<file path="src/rtl/acc_pkg.sv">
// Shared definitions for the accelerometer triplet framer.
//   ACC_DW          : default signed sample width
//   AXIS_*          : axis tag encodings carried on in_axis
//   acc_frm_state_t : framing state (which axis is expected next)
package acc_pkg;

  localparam int unsigned ACC_DW = 16;

  localparam logic [1:0] AXIS_X    = 2'd0;
  localparam logic [1:0] AXIS_Y    = 2'd1;
  localparam logic [1:0] AXIS_Z    = 2'd2;
  localparam logic [1:0] AXIS_RSVD = 2'd3;

  typedef enum logic [1:0] {
    StWaitX = 2'd0,
    StWaitY = 2'd1,
    StWaitZ = 2'd2
  } acc_frm_state_t;

endpackage

</file>
<file path="src/rtl/acc_triplet_framer_if.sv">
// Sample-in / triplet-out bus of the accelerometer triplet framer.
//   in_valid/in_ready/in_axis/in_data : axis-tagged raw sample stream
//   out_valid/out_ready/acc_x/y/z     : averaged, offset-corrected triplet
// Modports: master = source/sink side, slave = framer side.
interface acc_triplet_framer_if
  import acc_pkg::*;
#(
  parameter int unsigned DW = ACC_DW
) ();

  logic                 in_valid;
  logic                 in_ready;
  logic [1:0]           in_axis;
  logic signed [DW-1:0] in_data;
  logic                 out_valid;
  logic                 out_ready;
  logic signed [DW-1:0] acc_x;
  logic signed [DW-1:0] acc_y;
  logic signed [DW-1:0] acc_z;

  modport master (
    output in_valid, in_axis, in_data, out_ready,
    input  in_ready, out_valid, acc_x, acc_y, acc_z
  );

  modport slave (
    input  in_valid, in_axis, in_data, out_ready,
    output in_ready, out_valid, acc_x, acc_y, acc_z
  );

endinterface

</file>
<file path="src/rtl/acc_axis_avg.sv">
// One axis of the framer: box-car accumulator, average, offset subtract and
// reduction to DW bits (saturating when ACC_TRIPLET_FRAMER_SAT_EN is defined,
// wrapping otherwise).
//   clk, rst_n : clock, async active-low reset
//   add_en     : add sample into the accumulator this cycle
//   clr        : clear the accumulator (after this cycle's add is consumed)
//   dump       : register the result formed from accumulator + this cycle's add
//   sample     : signed sample to add
//   offset     : signed calibration offset, sampled on dump
//   result     : registered averaged, corrected value
module acc_axis_avg
  import acc_pkg::*;
#(
  parameter int unsigned DW       = ACC_DW,
  parameter int unsigned LOG2_AVG = 2
) (
  input  logic                 clk,
  input  logic                 rst_n,
  input  logic                 add_en,
  input  logic                 clr,
  input  logic                 dump,
  input  logic signed [DW-1:0] sample,
  input  logic signed [DW-1:0] offset,
  output logic signed [DW-1:0] result
);

  localparam int unsigned AW = DW + LOG2_AVG;

  logic signed [AW-1:0] acc_q, acc_d, sum;
  logic signed [DW-1:0] avg;
  logic signed [DW:0]   diff;
  logic signed [DW-1:0] red;
  logic signed [DW-1:0] result_q;

  always_comb begin
    sum = acc_q;
    if (add_en) begin
      sum = acc_q + AW'($signed(sample));
    end
    acc_d = clr ? '0 : sum;
    // The mean of DW-bit values always fits in DW bits, so truncation is exact.
    avg  = DW'(sum >>> LOG2_AVG);
    diff = (DW + 1)'(avg) - (DW + 1)'(offset);
    red  = DW'(diff);
`ifdef ACC_TRIPLET_FRAMER_SAT_EN
    if (diff[DW] != diff[DW-1]) begin
      red = diff[DW] ? {1'b1, {(DW - 1){1'b0}}} : {1'b0, {(DW - 1){1'b1}}};
    end
`endif
  end

  always_ff @(posedge clk or negedge rst_n) begin
    if (!rst_n) begin
      acc_q    <= '0;
      result_q <= '0;
    end else begin
      acc_q <= acc_d;
      if (dump) begin
        result_q <= red;
      end
    end
  end

  assign result = result_q;

endmodule

</file>
<file path="src/rtl/acc_triplet_framer.sv">
// Accelerometer triplet framer: assembles axis-tagged samples into ordered
// X,Y,Z triplets, averages 2^LOG2_AVG triplets, subtracts per-axis offsets and
// presents one triplet per beat on a valid/ready handshake.
//   clk, rst_n          : clock, async active-low reset
//   bus (slave)         : sample input stream and triplet output stream
//   off_x, off_y, off_z : signed offsets, sampled when an output beat forms
//   frame_err           : one-cycle pulse on an axis-order violation
// Build option: define ACC_TRIPLET_FRAMER_SAT_EN to saturate results instead of
// wrapping them.
module acc_triplet_framer
  import acc_pkg::*;
#(
  parameter int unsigned DW       = ACC_DW,
  parameter int unsigned LOG2_AVG = 2
) (
  input  logic                 clk,
  input  logic                 rst_n,
  acc_triplet_framer_if.slave  bus,
  input  logic signed [DW-1:0] off_x,
  input  logic signed [DW-1:0] off_y,
  input  logic signed [DW-1:0] off_z,
  output logic                 frame_err
);

  localparam int unsigned CW = LOG2_AVG + 1;
  localparam logic [CW-1:0] CntLast = CW'((1 << LOG2_AVG) - 1);

  acc_frm_state_t       state_q;
  logic [CW-1:0]        cnt_q;
  // X and Y are staged until Z arrives so a broken triplet never reaches the
  // accumulators.
  logic signed [DW-1:0] stage_x_q, stage_y_q;
  logic                 out_valid_q;
  logic                 frame_err_q;

  logic accept, tag_match, z_done, done;

  assign bus.in_ready  = !out_valid_q || bus.out_ready;
  assign bus.out_valid = out_valid_q;
  assign frame_err     = frame_err_q;

  always_comb begin
    accept    = bus.in_valid && bus.in_ready;
    tag_match = 1'b0;
    case (state_q)
      StWaitX: tag_match = (bus.in_axis == AXIS_X);
      StWaitY: tag_match = (bus.in_axis == AXIS_Y);
      StWaitZ: tag_match = (bus.in_axis == AXIS_Z);
      default: tag_match = 1'b0;
    endcase
    z_done = accept && tag_match && (state_q == StWaitZ);
    done   = z_done && (cnt_q == CntLast);
  end

  always_ff @(posedge clk or negedge rst_n) begin
    if (!rst_n) begin
      state_q     <= StWaitX;
      cnt_q       <= '0;
      stage_x_q   <= '0;
      stage_y_q   <= '0;
      out_valid_q <= 1'b0;
      frame_err_q <= 1'b0;
    end else begin
      frame_err_q <= accept && !tag_match;
      if (accept) begin
        if (bus.in_axis == AXIS_X) begin
          // Either the expected X or a resync: both start a new triplet.
          stage_x_q <= bus.in_data;
          state_q   <= StWaitY;
        end else if (tag_match && (state_q == StWaitY)) begin
          stage_y_q <= bus.in_data;
          state_q   <= StWaitZ;
        end else begin
          state_q <= StWaitX;
        end
      end
      if (z_done) begin
        cnt_q <= done ? '0 : cnt_q + 1'b1;
      end
      if (done) begin
        out_valid_q <= 1'b1;
      end else if (bus.out_ready) begin
        out_valid_q <= 1'b0;
      end
    end
  end

  acc_axis_avg #(
    .DW       (DW),
    .LOG2_AVG (LOG2_AVG)
  ) u_avg_x (
    .clk    (clk),
    .rst_n  (rst_n),
    .add_en (z_done),
    .clr    (done),
    .dump   (done),
    .sample (stage_x_q),
    .offset (off_x),
    .result (bus.acc_x)
  );

  acc_axis_avg #(
    .DW       (DW),
    .LOG2_AVG (LOG2_AVG)
  ) u_avg_y (
    .clk    (clk),
    .rst_n  (rst_n),
    .add_en (z_done),
    .clr    (done),
    .dump   (done),
    .sample (stage_y_q),
    .offset (off_y),
    .result (bus.acc_y)
  );

  acc_axis_avg #(
    .DW       (DW),
    .LOG2_AVG (LOG2_AVG)
  ) u_avg_z (
    .clk    (clk),
    .rst_n  (rst_n),
    .add_en (z_done),
    .clr    (done),
    .dump   (done),
    .sample (bus.in_data),
    .offset (off_z),
    .result (bus.acc_z)
  );

endmodule

</file>
<file path="src/flat_wrapper.sv">
// flat-port wrapper written by rule: the top's interface ports become plain ports
module acc_triplet_framer_flat import acc_pkg::*;
#(
  parameter int unsigned DW       = ACC_DW,
  parameter int unsigned LOG2_AVG = 2
)
  (clk, rst_n, off_x, off_y, off_z, frame_err, bus_in_valid, bus_in_axis, bus_in_data, bus_out_ready, bus_in_ready, bus_out_valid, bus_acc_x, bus_acc_y, bus_acc_z);
  acc_triplet_framer_if #(.DW(DW)) bus_i ();
  input  logic clk;
  input  logic rst_n;
  input  logic signed [DW-1:0] off_x;
  input  logic signed [DW-1:0] off_y;
  input  logic signed [DW-1:0] off_z;
  output logic frame_err;
  input wire logic [$bits(bus_i.in_valid)-1:0] bus_in_valid;
  input wire logic [$bits(bus_i.in_axis)-1:0] bus_in_axis;
  input wire logic [$bits(bus_i.in_data)-1:0] bus_in_data;
  input wire logic [$bits(bus_i.out_ready)-1:0] bus_out_ready;
  output wire logic [$bits(bus_i.in_ready)-1:0] bus_in_ready;
  output wire logic [$bits(bus_i.out_valid)-1:0] bus_out_valid;
  output wire logic [$bits(bus_i.acc_x)-1:0] bus_acc_x;
  output wire logic [$bits(bus_i.acc_y)-1:0] bus_acc_y;
  output wire logic [$bits(bus_i.acc_z)-1:0] bus_acc_z;
  assign bus_i.in_valid = bus_in_valid;
  assign bus_i.in_axis = bus_in_axis;
  assign bus_i.in_data = bus_in_data;
  assign bus_i.out_ready = bus_out_ready;
  assign bus_in_ready = bus_i.in_ready;
  assign bus_out_valid = bus_i.out_valid;
  assign bus_acc_x = bus_i.acc_x;
  assign bus_acc_y = bus_i.acc_y;
  assign bus_acc_z = bus_i.acc_z;
  acc_triplet_framer #(.DW(DW), .LOG2_AVG(LOG2_AVG)) u_core (.clk(clk), .rst_n(rst_n), .bus(bus_i), .off_x(off_x), .off_y(off_y), .off_z(off_z), .frame_err(frame_err));
endmodule
</file>
<file path="config.mk">
export PLATFORM = sky130hd
export DESIGN_NAME = acc_triplet_framer_flat
export DESIGN_NICKNAME = d
export VERILOG_FILES = /design/src/rtl/acc_pkg.sv /design/src/rtl/acc_triplet_framer_if.sv /design/src/rtl/acc_axis_avg.sv /design/src/rtl/acc_triplet_framer.sv /design/src/flat_wrapper.sv
export SDC_FILE = /design/constraint.sdc
export NUM_CORES = 1
export LEC_CHECK = 0
export BUFFER_PORTS_ARGS = -buffer_cell sky130_fd_sc_hd__buf_2
export CAP_MARGIN = 20
export CORE_AREA = 2 2 155 157
export CTS_BUF_LIST = sky130_fd_sc_hd__clkbuf_2
export DETAILED_ROUTE_END_ITERATION = 8
export DIE_AREA = 0 0 157 159
export PLACE_DENSITY_LB_ADDON = 0.3
export SYNTH_ARGS = -nofsm -noshare
export SYNTH_HDL_FRONTEND = slang
export SYNTH_HIERARCHICAL = 1
export SYNTH_SLANG_ARGS = --single-unit
</file>
<file path="constraint.sdc">
create_clock -name clk -period 5.95 [get_ports clk]
set_clock_uncertainty 0.1 [all_clocks]
set_input_delay 0.8925 -clock clk [delete_from_list [all_inputs] [get_ports clk]]
set_output_delay 0.8925 -clock clk [all_outputs]
set_load 0.02 [all_outputs]
</file>
==> impl_metrics.tcl, run 1 <==
set metrics [dict create \
    outcome "finished, final reports clean" \
    boundaryPins 121 \
    wl_per_cell_um 14.56 \
    fill_cells 2183 \
    synth_top_area_cell "dfrtp_1" \
    worst_pin_slew_ns 0.9387 \
    grt-ovfl-total 0 \
    die_w_um 157 \
    viasPerCell 5.273 \
    drt-pass1-iter-count 5 \
    cts_buffer_depth 2 \
    initial_utilization_pct 44.42 \
    nets 1338 \
    grt_setup_unrepaired "false" \
    multi_input_area_mm2 0.006394 \
    power.leakage_nw 5.965 \
    syn_to_final_growth_pct 12.56 \
    async_flop_share_pct 100.0 \
    cp-end-kind "flop" \
    synth_cell_type_count 72 \
    cts_tree "yes" \
    synth_warnings 6 \
    synth-main-ff-cell "dfrtp_1" \
    regArea_mm2 0.003528 \
    reg2reg_from "u_core/state_q[1]" \
    portBuffers 120 \
    critPathLaunchType "flop" \
    grt_pass1_vias 8016 \
    crit_type "flop to flop" \
    dieArea_mm2 0.02496 \
    setup_violations 0 \
    tns_ns 0 \
    synth-seq-cells 141 \
    fin_ws_ns 0.9768 \
    maxCapViolations 0 \
    cp-endpoint "u_core/u_avg_z/result[12]" \
    r2r-end "u_core/u_avg_z/result[12]" \
    coreArea_mm2 0.02319 \
    yosysTopAreaCellShare_pct 34.25 \
    synth_nets 1207 \
    grt_pass1_wl_mm 37.32 \
    cts_buffers 17 \
    die_h_um 159 \
    cp_cell_sequence "inv_1, ha_1, mux2i_1, nor4b_1, nand3_1, inv_2, buf_12, nand2_1, o21ai_0, ha_1, inv_1, fa_1, a21o_1, a21oi_1, o21bai_1, a211oi_1, o31ai_1, a21oi_1, mux2_1, o221ai_1" \
    max_freq_ghz 0.2011 \
    synth.area.top_cells "dfrtp_1 34%, ha_1 12%, mux2_2 9.5%, xnor2_1 4.4%, a21oi_1 3.5%" \
    synth-seq-area-share_pct 34.25 \
    maxSlewHeadroom_pct 37.42 \
    dpl_cell_area_mm2 0.01133 \
    drtIter0Drc 201 \
    grt_max_degree 96 \
    hpwl_mm 16.32 \
    drc 0 \
    cp.arrival_ns 5.51 \
    dp_slack_ns 0.4749 \
    post-cts-setup-buffer-count 0 \
    clock-sinks 141 \
    totalWireLength_mm 21.75 \
    drv_slew 0 \
    drive_gt1_share_pct 25.49 \
    antenna_found_initial 2 \
    cts-htree-levels 4 \
    irDropWorstVdd_mv 0.09642 \
    rr_worst_depth 20 \
    syn_area_mm2 0.01030 \
    fin_crit_ns 4.973 \
    hold_buffers 0 \
    post_cts_resize_count 0 \
    p_per_area_mw_per_mm2 193.5 \
    ant_nets 0 \
    rrSetupSlack_ns 0.98 \
    path_clk_slew_ns 0.24 \
    critPathMaxFanout 50 \
    postLayoutCellArea_mm2 0.01160 \
    grt_usage_pct 18.23 \
    crit_slowest_cell "dfrtp_1" \
    fin_crit_sh_pct 83.58 \
    synth_area_per_cell_um2 10.01 \
    hold_path.class "primary input to asynchronous set/reset pin" \
    synthCells 1029 \
    required_ns 6.49 \
    gp_congestion 0.8926 \
    fp-row-count 56 \
    cpPeakStageDelay_ns 0.44 \
    startpoint "u_core/state_q[1]" \
    cts-root-buf "clkbuf_2" \
    clock_latency_ns 0.73 \
    num_vias 7878 \
    synth_edf_count 0 \
    hold_viol_final 0 \
]
-- cell families after synthesis --
kind of cell             Yosys count  share of synthesized area (%)
multiplexers                     115                          12.84
buffers and inverters            100                          3.765
AND/OR/NAND/NOR                  254                          13.26
flip-flops                       141                          34.25
XOR/XNOR                          73                          6.473
adder cells (fa/ha/maj)          108                          13.55
AO/OA/AOI/OAI                    238                          15.86
-- synthesized netlist by cell type (4+ instances only) --
master	number
o21ai_0	25
o21ai_1	13
o211ai_1	5
a21oi_1	72
a31oi_1	7
nor2_1	57
ha_1	102
nand2_1	44
buf_1	4
a211oi_1	10
o21bai_1	15
mux2_2	87
a21o_1	22
fa_1	6
nand3_1	21
mux2i_1	14
and3_1	9
nand4_1	5
o21a_1	18
and2_1	14
nor4b_1	5
o2111ai_1	4
nand2b_1	19
o22ai_1	7
dfrtp_1	141
nor3_1	12
or2_2	4
clkbuf_1	14
xor2_1	19
mux2_4	12
xnor2_1	52
nor2b_1	39
inv_1	80
-- layout by cell type (no fill, tap or decap), types with 21 or more instances in the layout --
master     n
nor2_1    56
xnor2_1   52
inv_1     79
a21o_1    22
ha_1     102
buf_2    119
nand2_1   44
nand3_1   21
mux2_2    87
o21ai_0   25
a21oi_1   72
nor2b_1   39
dfrtp_1  141
-- final cells by class --
cell class	count	area share [%]
clock buffer	18	0.7769
clock inverter	14	1.467
timing repair buffer	132	6.118
tap	319	3.442
sequential	141	30.43
antenna	2	0.04316
multi-input combinational	788	55.14
inverter	80	2.590
-- power breakdown --
| group | internal (W) | leakage (nW) | total (W) | switching [W] |
|---|---|---|---|---|
| clock | 0.000236 | 0.148 | 0.000613 | 0.000377 |
| sequential | 0.00101 | 1.86 | 0.00106 | 0.0000405 |
| combinational | 0.000271 | 3.95 | 0.000576 | 0.000305 |
-- critical path, delay by kind of cell (launching register included) --
kind	cells	cell delay (ns)
AO/OA/AOI/OAI	8	1.57
adder cells (fa/ha/maj)	3	0.99
buffers and inverters	4	0.53
flip-flops	1	0.44
multiplexers	2	0.44
AND/OR/NAND/NOR	3	0.80
-- per-layer routing --
layer,share of wire (%),wire length [um],track usage (%),vias up
met5,0,0,0,-
met4,0.91,197,3.962,0
met3,4.3,944,4.382,17
met2,48,10510,30.90,120
met1,46,10100,23.58,3778
li1,-,-,-,3963
-- sequential cells by signal, summed over array words and instances, names as in the netlist --
signal / cells
u_core/u_avg_y/result: 16
u_core/stage_x_q: 16
u_core/u_avg_x/acc_q: 18
u_core/stage_y_q: 16
u_core/state_q: 2
u_core/u_avg_z/result: 16
u_core/cnt_q: 3
u_core/bus.out_valid: 1
u_core/frame_err: 1
u_core/u_avg_z/acc_q: 18
u_core/u_avg_y/acc_q: 18
u_core/u_avg_x/result: 16
-- how the worst min path moves through the flow --
stage | to | depth (start not counted) | slack (ns) | from
finish | u_core/u_avg_y/result[15] | 1 | 0.08 | rst_n
global route | u_core/u_avg_y/result[15] | 1 | 0.10 | rst_n
global placement | u_core/u_avg_x/result[14] | 2 | 0.38 | u_core/u_avg_x/result[14]
CTS | u_core/u_avg_y/result[14] | 1 | 0.08 | rst_n
detailed placement | u_core/u_avg_y/result[14] | 2 | 0.37 | u_core/u_avg_y/result[14]
floorplan | u_core/cnt_q[2] | 1 | 0.38 | u_core/cnt_q[2]
-- per-stage QoR --
stage          hold slack, ns  cells  util (%)  total power, W
6_report              0.08495   1494     50.00        0.002244
3_5_place_dp           0.3736   1460     48.86        0.001647
5_1_grt                0.1046   1493     49.99        0.002394
4_1_cts               0.08243   1492     49.98        0.002275
2_1_floorplan          0.3794   1029         -        0.001496
3_3_place_gp           0.3750   1460     48.86        0.001638
Power figures use the tool's default switching activity.
==> inputs of run 2 (changes only) <==
- clock period: 5.95 -> 4.3 ns (I/O delays scaled with it)
==> impl_metrics.tcl, run 2 (synthesis gave the netlist of run 1 again) <==
set metrics [dict create \
    outcome "complete, but fails checks" \
    violations "setup timing" \
    fp-row-count 56 \
    cpPeakStageDelay_ns 0.45 \
    dpl_cell_area_mm2 0.01238 \
    critPathLaunchType "flop" \
    mostFrequentLayoutCells "159 x buf_4, 141 x dfrtp_1, 119 x buf_2, 83 x ha_1, 79 x mux2_2" \
    grt_setup_unrepaired "true" \
    worst_pin_slew_ns 0.9250 \
    cp_cell_sequence "ha_4, fa_2, a21o_1, a21o_1, a2111oi_4, nor2_2, a311o_1, xor2_1, mux2_4, ha_4, or3_4, nor2_2, o21bai_1, o31a_1, o311ai_2, xor2_1, mux2_4" \
    fill_cells 2021 \
    drc 0 \
    path_clk_slew_ns 0.21 \
    p_per_area_mw_per_mm2 250.6 \
    wl_per_cell_um 14.96 \
    viasPerCell 5.206 \
    cts-htree-levels 4 \
    crit_type "flop to flop" \
    cp-end-kind "flop" \
    portBuffers 120 \
    grt-ovfl-total 0 \
    layout_commonest_cell "buf_4" \
    post-route-util_pct 58.00 \
    initial_utilization_pct 44.42 \
    grt_pass1_wl_mm 39.99 \
    hold_path.class "primary input to flop" \
    drv_slew 0 \
    cts_buffers 17 \
    drive_gt1_share_pct 39.62 \
    nets 1496 \
    irDropWorstVdd_mv 0.1692 \
    layout.cells.non_filler 1651 \
    cts_buffer_depth 2 \
    clock-sinks 141 \
    post-place-cells 1587 \
    die_h_um 159 \
    fin_ws_ns -0.1001 \
    num_vias 8595 \
    top_regs "u_core/u_avg_x/acc_q: 18 flops, u_core/u_avg_y/acc_q: 18 flops, u_core/u_avg_z/acc_q: 18 flops" \
    max_freq_ghz 0.2273 \
    grt_usage_pct 19.60 \
    grt_pass1_vias 8581 \
    required_ns 4.83 \
    drt-pass1-iter-count 4 \
    fin_crit_sh_pct 102.3 \
    cts-root-buf "clkbuf_2" \
    tns_ns -0.1001 \
    die_w_um 157 \
    hpwl_mm 17.98 \
    maxCapViolations 0 \
    crit_slowest_cell "dfrtp_1" \
    grt_max_degree 94 \
    critPathMaxFanout 4 \
    totalWireLength_mm 24.70 \
    drtIter0Drc 308 \
    power.leakage_nw 6.874 \
    cts_tree "yes" \
    coreArea_mm2 0.02319 \
    hold_viol_final 0 \
    maxSlewHeadroom_pct 38.33 \
    gp_congestion 0.8872 \
    ant_nets 0 \
    cp_num_buf_inv 0 \
    dieArea_mm2 0.02496 \
    cp.arrival_ns 4.93 \
    antenna_found_initial 3 \
    syn_to_final_growth_pct 30.57 \
    path_delay_family "compound AO/OA/AOI/OAI gates" \
    boundaryPins 121 \
    setup_violations 1 \
    postLayoutCellArea_mm2 0.01345 \
    clock_latency_ns 0.73 \
    fin_crit_ns 4.400 \
]
## run 2: per-layer routing
layer	up-vias	share of wire, %	track usage, %
met5	-	0	0
met4	0	0.91	4.545
met3	18	3.4	3.593
met2	131	50	33.27
met1	4177	46	25.90
li1	4269	-	-
## run 2: cell type report
| type | count | area (um^2) | share of cell area, % |
|---|---|---|---|
| sequential | 141 | 3528 | 26.23 |
| tap | 319 | 399.1 | 2.967 |
| clock inverter | 13 | 173.9 | 1.293 |
| inverter | 80 | 305.3 | 2.270 |
| multi-input combinational | 788 | 6953 | 51.69 |
| clock buffer | 18 | 90.09 | 0.6697 |
| timing repair buffer | 290 | 1997 | 14.85 |
| antenna | 2 | 5.005 | 0.03721 |
## run 2: report_power, final
part	switching (W)	internal, W	total [W]
clock network	0.000501	0.000376	0.000877
logic	0.000501	0.000532	0.00103
registers	0.0000569	0.00140	0.00146
## run 2: repair_timing
action                     CTS  global route
pin swaps                    9            49
hold endpoints to repair    92             0
resized for setup           16            83
cloned                       0             3
setup buffers                5            23
hold buffers                 2             0
setup endpoints to repair    9            19
## run 2: worst paths after layout
check                                               start                        end  slack, ns  cells past startpoint
min in group asynchronous                           rst_n  u_core/u_avg_y/result[14]       0.42                      2
worst min-delay path                             off_y[0]   u_core/u_avg_y/result[0]        0.1                      3
max in group asynchronous                           rst_n  u_core/u_avg_z/result[13]       2.73                      3
worst min register to register  u_core/u_avg_x/result[12]  u_core/u_avg_x/result[12]       0.42                      2
worst max register to register    u_core/u_avg_z/acc_q[0]  u_core/u_avg_z/result[15]      -0.10                     17
worst max-delay path              u_core/u_avg_z/acc_q[0]  u_core/u_avg_z/result[15]      -0.10                     17
## run 2: through the flow
stage          hold WS, ns  total power [W]  setup slack (ns)
2_1_floorplan       0.2494         0.002077          -0.09162
6_report           0.09571         0.003371           -0.1001
3_3_place_gp        0.3748         0.002387           -0.3991
4_1_cts            0.02096         0.003325          -0.06492
3_5_place_dp        0.3770         0.002409           -0.4048
5_1_grt           0.001948         0.003590           -0.2426
## run 2: tightest hold or removal path, stage by stage
cell and delay, ns:
buf_2 0.08, ha_2 0.13, mux2i_1 0.06
